$ cat config.mk
export PLATFORM = sky130hd
export DESIGN_NAME = pipe_if
export DESIGN_NICKNAME = d
export VERILOG_FILES = /design/src/rtl/pipe_if.sv
export SDC_FILE = /design/constraint.sdc
export NUM_CORES = 1
export LEC_CHECK = 0
export ABC_AREA = 1
export BUFFER_PORTS_ARGS = -buffer_cell sky130_fd_sc_hd__clkbuf_2
export CORE_MARGIN = 1.5
export CORE_UTILIZATION = 25
export CTS_CLUSTER_DIAMETER = 120
export DETAILED_ROUTE_END_ITERATION = 10
export PLACE_DENSITY = 0.45
export RECOVER_POWER = 25
export SYNTH_ARGS = -nofsm -noshare
export SYNTH_HDL_FRONTEND = slang
export SYNTH_SLANG_ARGS = --single-unit
$ cat constraint.sdc
create_clock -name clk -period 5.36 [get_ports clk]
set_clock_uncertainty 0.2 [all_clocks]
set_input_delay 1.072 -clock clk [delete_from_list [all_inputs] [get_ports clk]]
set_output_delay 1.072 -clock clk [all_outputs]
set_load 0.01 [all_outputs]
$ cat src/rtl/pipe_if.sv
// pipe_if: instruction-fetch stage of the 5-stage MIPS pipeline.
// Owns the PC, picks the next PC (sequential, ID redirect, CP0 flush/eret),
// addresses a combinational instruction memory and offers pc/instr to ID.
//
// Handshake (valid/ready): IF presents if_id_validto together with pc_out and
// instr_out; ID takes them on any cycle where if_id_validto & id_allowin are
// both high ("accept"). While id_allowin is low the offered pc/instr hold.
module pipe_if #(
  parameter logic [31:0] RESET_PC   = 32'h0040_0000,
  parameter logic [31:0] EXC_VECTOR = 32'h0040_0004,
  parameter int          IMEM_AW    = 11
) (
  input  logic               clk,
  input  logic               rst,
  input  logic               id_allowin,
  output logic               if_id_validto,
  output logic [31:0]        pc_out,
  output logic [31:0]        instr_out,
  output logic [IMEM_AW-1:0] imem_addr,
  input  logic [31:0]        imem_rdata,
  input  logic               id_leave,
  input  logic [2:0]         npc_mux_sel,
  input  logic [31:0]        id_pc,
  input  logic [15:0]        id_imm,
  input  logic [25:0]        id_j_imm,
  input  logic [31:0]        id_rs,
  input  logic               cp0_flush,
  input  logic               eret_flush,
  input  logic [31:0]        cp0_epc,
  input  logic               cp0_hlt,
  output logic [31:0]        fetch_cnt,
  output logic [1:0]         state_o    // debug view of the fetch FSM
);

  typedef enum logic [1:0] {
    S_BOOT = 2'd0,
    S_RUN  = 2'd1,
    S_HALT = 2'd2
  } state_t;

  state_t      state_q, state_d;
  logic [31:0] pc_q, pc_d;
  logic        if_valid_q, if_valid_d;
  logic        pend_q, pend_d;
  logic [31:0] pend_pc_q, pend_pc_d;
  logic [31:0] fetch_cnt_q, fetch_cnt_d;

  logic        if_allowin;
  logic        accept;
  logic        redirect;
  logic [31:0] id_pc_4;
  logic [31:0] br_off;
  logic [31:0] target;
  logic [31:0] seq_pc;

  // IF never stalls internally (ready_go is constant 1), so the stage is
  // re-filled whenever it is empty or its current instruction is taken.
  assign if_allowin    = !if_valid_q | id_allowin;
  assign if_id_validto = if_valid_q & (state_q == S_RUN) & !cp0_flush & !eret_flush;
  assign accept        = if_id_validto & if_allowin;

  assign pc_out    = pc_q;
  assign instr_out = imem_rdata;
  assign imem_addr = pc_q[IMEM_AW+1:2];
  assign fetch_cnt = fetch_cnt_q;
  assign state_o   = state_q;

  assign seq_pc  = pc_q + 32'd4;
  assign id_pc_4 = id_pc + 32'd4;
  assign br_off  = {{14{id_imm[15]}}, id_imm, 2'b00};

  // Redirect target chosen by ID; selects 4-7 are plain sequential fetch.
  always_comb begin
    target   = seq_pc;
    redirect = 1'b0;
    case (npc_mux_sel)
      3'd1: begin target = id_pc_4 + br_off;                  redirect = id_leave; end
      3'd2: begin target = {id_pc_4[31:28], id_j_imm, 2'b00}; redirect = id_leave; end
      3'd3: begin target = id_rs;                             redirect = id_leave; end
      default: ;
    endcase
  end

  // Next-state logic: FSM step, then flush/eret/halt/redirect/sequential priority.
  always_comb begin
    state_d     = state_q;
    pc_d        = pc_q;
    if_valid_d  = if_valid_q;
    pend_d      = pend_q;
    pend_pc_d   = pend_pc_q;
    fetch_cnt_d = fetch_cnt_q + {31'd0, accept};

    case (state_q)
      S_BOOT: begin
        state_d    = S_RUN;
        if_valid_d = 1'b1;
      end
      S_HALT:  if_valid_d = 1'b0;
      default: ;
    endcase

    if (state_q != S_HALT) begin
      if (cp0_flush) begin
        pc_d   = EXC_VECTOR;
        pend_d = 1'b0;
      end else if (eret_flush) begin
        pc_d   = cp0_epc;
        pend_d = 1'b0;
      end else if (cp0_hlt) begin
        state_d    = S_HALT;
        if_valid_d = 1'b0;
      end else if (accept) begin
        // The instruction leaving now is the delay slot when a redirect
        // arrives together with it, so the target is fetched next.
        if (redirect) begin
          pc_d   = target;
          pend_d = 1'b0;
        end else if (pend_q) begin
          pc_d   = pend_pc_q;
          pend_d = 1'b0;
        end else begin
          pc_d = seq_pc;
        end
      end else if (redirect) begin
        // Delay slot not yet handed over: park the target until it is.
        pend_d    = 1'b1;
        pend_pc_d = target;
      end
    end
  end

  // State registers with asynchronous reset.
  always_ff @(posedge clk or posedge rst) begin
    if (rst) begin
      state_q     <= S_BOOT;
      pc_q        <= RESET_PC;
      if_valid_q  <= 1'b0;
      pend_q      <= 1'b0;
      pend_pc_q   <= 32'd0;
      fetch_cnt_q <= 32'd0;
    end else begin
      state_q     <= state_d;
      pc_q        <= pc_d;
      if_valid_q  <= if_valid_d;
      pend_q      <= pend_d;
      pend_pc_q   <= pend_pc_d;
      fetch_cnt_q <= fetch_cnt_d;
    end
  end

endmodule

==> results of run 1 <==
cell type report:
type / instances / area [um^2]
Clock buffer: 9 / 225
Clock inverter: 6 / 48.8
Fill cell: 4242 / 25700
Inverter: 187 / 703
Multi-Input combinational cell: 1134 / 5700
Sequential cell: 100 / 2500
Tap cell: 468 / 586
Timing Repair Buffer: 249 / 1300
cell usage after synthesis, drive strengths merged, types with 8 or more instances:
library cell and count:
inv 185, a22oi 10, ha 35, nor3 28, xor2 39, nand3 128
a21oi 77, a31oi 9, nand4 29, clkbuf 25, dfrtp 99, nor2 146
a21o 8, o211ai 11, or2 8, xnor2 20, buf 57, o21ai 84
nand2 464
worst reg2reg max path, cell delays in order, from the launching register on:
cell and delay, ns:
dfrtp_1 0.38, inv_1 0.08, nand3_1 0.06, nor2_1 0.14, nand2_1 0.10, inv_1 0.06
ha_1 0.15, ha_1 0.18, nand3_1 0.12, nor2_1 0.16, and3_1 0.22, nand3_2 0.11
nor2_1 0.30, nand2_1 0.15, nor3_1 0.29, nand4_1 0.16, xnor2_1 0.16
metal layers:
layer | global-route usage [%] | wire (um) | vias up
met2 | 33.5 | 17600 | 266
met1 | 26.2 | 17800 | 4693
li1 | - | - | 5196
met4 | 4.16 | 606 | 0
met3 | 2.38 | 1480 | 34
met5 | 0 | 0 | -
sequential cells by signal, indices dropped and copies added, names as in the netlist:
name and cells:
pc_out 32, state_o 2, if_valid_q 1, pend_q 1, pend_pc_q 32, fetch_cnt 32
through the flow:
step	cells	utilization, %	area (um^2)
finish	2153	30.1	11100
global route	2153	30.1	11100
CTS	2153	30.1	11100
detailed placement	2138	29.4	10800
global placement	2138	29.4	10800
floorplan	1503	-	9380
cell families after synthesis:
family | synth area share [%]
AO/OA/AOI/OAI | 13.5
XOR/XNOR | 5.51
adder cells (fa/ha/maj) | 4.88
buffers and inverters | 12.6
flip-flops | 26.7
AND/OR/NAND/NOR | 36.8
final timing paths:
path,start,to,depth (start not counted)
max,id_pc[2],pc_out[30],28
min,fetch_cnt[31],fetch_cnt[31],1
max reg2reg,state_o[1],fetch_cnt[28],16
min reg2reg,fetch_cnt[31],fetch_cnt[31],1
max in group asynchronous,rst,fetch_cnt[29],3
min in group asynchronous,rst,fetch_cnt[0],2
power breakdown:
| group | leakage, nW | total (mW) | internal [mW] | switching, mW |
|---|---|---|---|---|
| Clock | 0.130 | 0.639 | 0.318 | 0.322 |
| Combinational | 4.45 | 1.04 | 0.380 | 0.657 |
| Sequential | 1.31 | 1.01 | 0.866 | 0.147 |
==> summary.txt, run 1 <==
Worst setup path
  • Capturing element type of the critical path: flip-flop
  • Register-to-Register Setup Slack: 2.23 ns
  • Category of cells accounting for the largest share of critical-path delay: simple AND/OR/NAND/NOR gates
  • Critical path data required time: 5.42 ns
  • Critical path fanouts, max: 5
  • CP bufs+invs: 4
  • CP max-delay cell: ha_1
  • Setup crit start kind: primary input
  • Worst Path Class, Setup: in2reg
  • Largest stage delay, worst path: 0.36 ns
  • Cell occurring most often along the worst timing path: nand2_1
  • Signal arrival time at the worst endpoint: 4.61 ns

Die
  • Die area: between 30,000 and 40,000 um^2
  • Horizontal die dimension: about 200 um
  • Top-Level Pins: 290
  • Initial Utilization: 25.5%
  • Die boundary height: 197 um
  • Placeable core region: between 30,000 and 40,000 um^2
  • Row count: 70

Synthesis
  • Average cell area after synthesis: 6.24 um^2
  • Cell area after synthesis: 9380 um^2
  • Top flip-flop cell by instance count after synthesis: dfrtp_1
  • Post-Syn Nets: ~1,700
  • Synth warn: 0
  • Cell count after synthesis: 1,503
  • Leading area contributor after synthesis: dfrtp_1
  • Leading post-synthesis cells by cell area: dfrtp_1 (26%), nand2_1 (19%), inv_1 (7.2%)
  • Number of synthesized flops with an enable pin: 0
  • Share of async-settable or async-resettable flops after synthesis: 100%
  • Proportion of synthesized chip area in sequential cells: 26.7%
  • Flop and latch count out of synthesis: 100
  • Number of different library cells in the post-synthesis netlist: between 40 and 50
  • Fraction of synthesized cell area taken by the top area cell type: 26.4%

Placed design
  • Worst setup slack after placement: approximately 0.4 ns
  • Placer congestion estimate: 0.909
  • Total half-perimeter wirelength after legalization and detailed placement: 31.0 mm
  • Number of buffer cells added on primary ports: 225

Layout
  • Number of antenna cells inserted: 0
  • Most common library cell in the layout ignoring fill and taps: nand2_1
  • Area growth syn-to-layout: 18.0%
  • Ratio of cells with drive above 1 in the final layout: between 15 and 20%
  • Final-stage net count: 1,897
  • Leading cell types in the layout, fill and taps excluded: nand2_1 (464), clkbuf_2 (224), inv_1 (180)

STA
  • Slew HR: -58.4%
  • Min cycle time layout: 4.56 ns
  • F_max: 0.219 GHz
  • Slew at the pin closest to its max-slew limit: 2.38 ns
  • Final cycle utilization of the critical path: 85.0%
  • Final number of hold-violating endpoints: 0
  • Setup slack of the critical path after layout: 0.802 ns
  • Setup violators final: 0
  • Setup repair after global routing missed its margin: false
  • Count of final max-slew check failures: 105
  • Setup_tns: 0 ns
  • Final-layout worst hold slack: approximately 0.27 ns

Detailed routing
  • Final routed wire length divided by cell count: 17.4 um
  • Total via count after detailed routing: 10,200
  • Post-DRT Antenna Nets: 0
  • Drt total wl: 37.4 mm
  • First-iteration detailed-routing DRC count: 633
  • Number of vias per cell after detailed routing: 4.73
  • DRC errors left: 0
  • Drt first pass iters: 8

GRT
  • Via count of the first global-routing pass: 9,948
  • Initial antenna violation count: 0
  • Total routing resource utilization after global routing: 19.5%
  • Maximum number of pins on one net before global-route repair: 46
  • Global-route wire length before repair: 57.8 mm
  • Grt ovf: 0

CTS
  • Number of CTS-inserted buffers: 9
  • Setup fix buffers added after clock tree synthesis: 0
  • Clock latency at the later pin of the worst-skew pair: 0.37 ns
  • Clock tree from TritonCTS: yes
  • Clock tree root buffer cell: clkbuf_16
  • Number of buffers on the longest clock path: 2
  • Gates resized, CTS repair: 0
  • Total of hold buffers inserted after clock tree synthesis: 0
  • Clk sinks: 100
  • Clock transition at the register clock pins on the worst setup and hold paths after CTS: 0.07 ns
  • H-tree level count: 3

Status
  • Run status: finished, violations left
  • Violated checks: capacitance limit, slew limit

Power and ir drop
  • Total power after layout: 2.69 mW
  • Power per unit of standard cell area: 243 nW/um^2
  • Maximum ir drop on the vdd rail: 0.000144 V
  • Leakage: 5.89 nW

Min path
  • Type of the worst min-delay path: reg2reg

Run
  • Max Cap Violations: 3
No activity file was read; power rests on OpenSTA's default activity.
==> run 2: changes to the inputs <==
--- a/config.mk
+++ b/config.mk
@@ -11,6 +11,7 @@
 export CORE_UTILIZATION = 25
 export CTS_CLUSTER_DIAMETER = 120
 export DETAILED_ROUTE_END_ITERATION = 10
+export GPL_TIMING_DRIVEN = 0
 export PLACE_DENSITY = 0.45
 export RECOVER_POWER = 25
 export SYNTH_ARGS = -nofsm -noshare
==> run 2 against run 1 <==
The run still ends with capacitance limit, slew limit left; via count up 3.8%; worst setup slack worse by 0.32 ns; critical path type unchanged; global-route usage up 0.85 points; combinational power up 9.6%; clock power up 7.2%.
==> summary.txt, run 2 (synthesis results as in run 1) <==
CTS
  • Gates resized, CTS repair: 0 (unchanged)
  • Clock latency at the later pin of the worst-skew pair: 0.36 ns (about the same)
  • H-tree level count: 3 (unchanged)
  • Number of CTS-inserted buffers: 9 (unchanged)
  • Clock tree from TritonCTS: yes
  • Total of hold buffers inserted after clock tree synthesis: 0 (unchanged)
  • Number of buffers on the longest clock path: 2 (unchanged)
  • Clock tree root buffer cell: clkbuf_16
  • Clk sinks: 100 (unchanged)
  • Clock transition at the register clock pins on the worst setup and hold paths after CTS: 0.08 ns (about the same)
  • Setup fix buffers added after clock tree synthesis: 0 (unchanged)

Status
  • Violated checks: capacitance limit, slew limit
  • Run status: finished, violations left

STA
  • Slew at the pin closest to its max-slew limit: 2.30 ns (-0.0772 ns)
  • Final number of hold-violating endpoints: 0 (unchanged)
  • Final-layout worst hold slack: 0.278 ns (+0.0117 ns)
  • Slew HR: -54.1% (+4.3 points)
  • Setup repair after global routing missed its margin: false
  • Final cycle utilization of the critical path: 91.0% (+6.0 points)
  • Count of final max-slew check failures: 47 (-55%)
  • F_max: 0.205 GHz (-6.6%)
  • Setup violators final: 0 (unchanged)
  • Min cycle time layout: 4.88 ns (+0.320 ns)
  • Setup_tns: 0 ns (unchanged)

Worst setup path
  • Worst Path Class, Setup: in2reg
  • Critical path fanouts, max: 5 (unchanged)
  • Capturing element type of the critical path: flip-flop
  • Signal arrival time at the worst endpoint: 4.93 ns (+0.32 ns)
  • Setup crit start kind: primary input
  • Critical path data required time: 5.41 ns (about the same)

GRT
  • Initial antenna violation count: 1 (+1)
  • Grt ovf: 0 (unchanged)
  • Via count of the first global-routing pass: 10,500 (+5.2%)
  • Global-route wire length before repair: 59.9 mm (+3.6%)
  • Maximum number of pins on one net before global-route repair: 56 (+22%)
  • Total routing resource utilization after global routing: 20.3% (+0.85 points)

Detailed routing
  • Drt total wl: 39.3 mm (+5.1%)
  • Final routed wire length divided by cell count: 17.5 um (+0.78%)
  • Post-DRT Antenna Nets: 0 (unchanged)
  • DRC errors left: 0 (unchanged)
  • Total via count after detailed routing: 10,600 (+3.8%)
  • Number of vias per cell after detailed routing: 4.71 (-0.49%)
  • First-iteration detailed-routing DRC count: 693 (+9.5%)
  • Drt first pass iters: 5 (-3)

Layout
  • Ratio of cells with drive above 1 in the final layout: 19.4% (+2.5 points)
  • Area growth syn-to-layout: 23.3%
  • Number of filler cells placed in the layout: 4,209 (-0.78%)
  • Number of antenna cells inserted: 0 (unchanged)
  • Most common library cell in the layout ignoring fill and taps: nand2_1
  • Leading cell types in the layout, fill and taps excluded: nand2_1 (464), clkbuf_2 (257), inv_1 (180)
  • Final-stage net count: 1,988 (+4.8%)

Die
  • Die area: 38,700 um^2 (unchanged)
  • Die boundary height: 197 um (unchanged)
  • Initial Utilization: 25.5% (unchanged)
  • Top-Level Pins: 290 (unchanged)
  • Placeable core region: 36,800 um^2 (unchanged)
  • Row count: 70 (unchanged)
  • Horizontal die dimension: 197 um (unchanged)

Run
  • Max Cap Violations: 1 (-2)

Placed design
  • Total half-perimeter wirelength after legalization and detailed placement: 33.3 mm (+7.6%)
  • Placer congestion estimate: 0.953 (+4.8%)
  • Number of buffer cells added on primary ports: 257 (+14%)

Power and ir drop
  • Leakage: 6.22 nW (+5.6%)
  • Power per unit of standard cell area: 245 nW/um^2 (+0.82%)
  • Maximum ir drop on the vdd rail: 0.000135 V (-6.6%)

Min path
  • Type of the worst min-delay path: reg2reg
run 2: cell type report:
class / instances / area [um^2] / area share, %
clock inverter: 7 / 81.3 / 0.703
sequential: 100 / 2500 / 21.7
tap: 468 / 586 / 5.06
clock buffer: 9 / 225 / 1.95
multi-input combinational: 1134 / 5700 / 49.3
inverter: 187 / 703 / 6.08
buffer: 82 / 478 / 4.13
timing repair buffer: 258 / 1290 / 11.2
run 2: routing by layer:
metal  share of wire [%]  GRT usage, %  up-vias
met5                   0             0        -
met2                  46          33.9      294
met4                 1.6          4.04        0
met1                  48          28.5     4865
met3                 4.5          2.21       25
li1                    -             -     5388
run 2: worst max-delay path, stage by stage:
cell and delay (ns):
clkbuf_2 0.10, ha_1 0.21, nand2_1 0.07, nor2_1 0.18, nand4_1 0.21, nor2_4 0.24, inv_1 0.09, nor2_2 0.15
inv_1 0.07, nor3_2 0.17, nand4_1 0.17, nor2_1 0.16, xnor2_1 0.15, inv_1 0.06, ha_1 0.39, nand2_1 0.13
nor3_1 0.25, nand2_1 0.17, nor2_1 0.11, nand2_1 0.14, nand2_1 0.10, nand2_1 0.05, nand3_1 0.09, nand3_1 0.09
nand2_1 0.11, nand2_1 0.07, nand2_1 0.06, nand2_1 0.04
run 2: power breakdown:
group / internal, mW / leakage (nW) / switching, mW
combinational: 0.437 / 4.76 / 0.702
sequential: 0.866 / 1.31 / 0.145
clock: 0.334 / 0.150 / 0.351
run 2: through the flow:
stage	utilization, %	total power [mW]	cells	worst slack [ns]	cell area, um^2
finish	31.4	2.84	2245	0.482	11600
global route	31.4	3.05	2245	0.0587	11600
CTS	31.5	2.87	2245	0.445	11600
detailed placement	30.7	2.18	2229	0.103	11300
global placement	30.6	2.17	2228	-0.193	11200
floorplan	-	1.69	1503	1.21	9380
run 2: worst paths after layout:
path | from | to | slack [ns] | cells past startpoint
min in group asynchronous | rst | pc_out[23] | 1.09 | 2
min | pend_pc_q[5] | pend_pc_q[5] | 0.28 | 2
max reg2reg | state_o[1] | fetch_cnt[28] | 2.17 | 16
max in group asynchronous | rst | fetch_cnt[30] | 1.68 | 3
min reg2reg | pend_pc_q[5] | pend_pc_q[5] | 0.28 | 2
max | id_pc[2] | pc_out[30] | 0.48 | 28
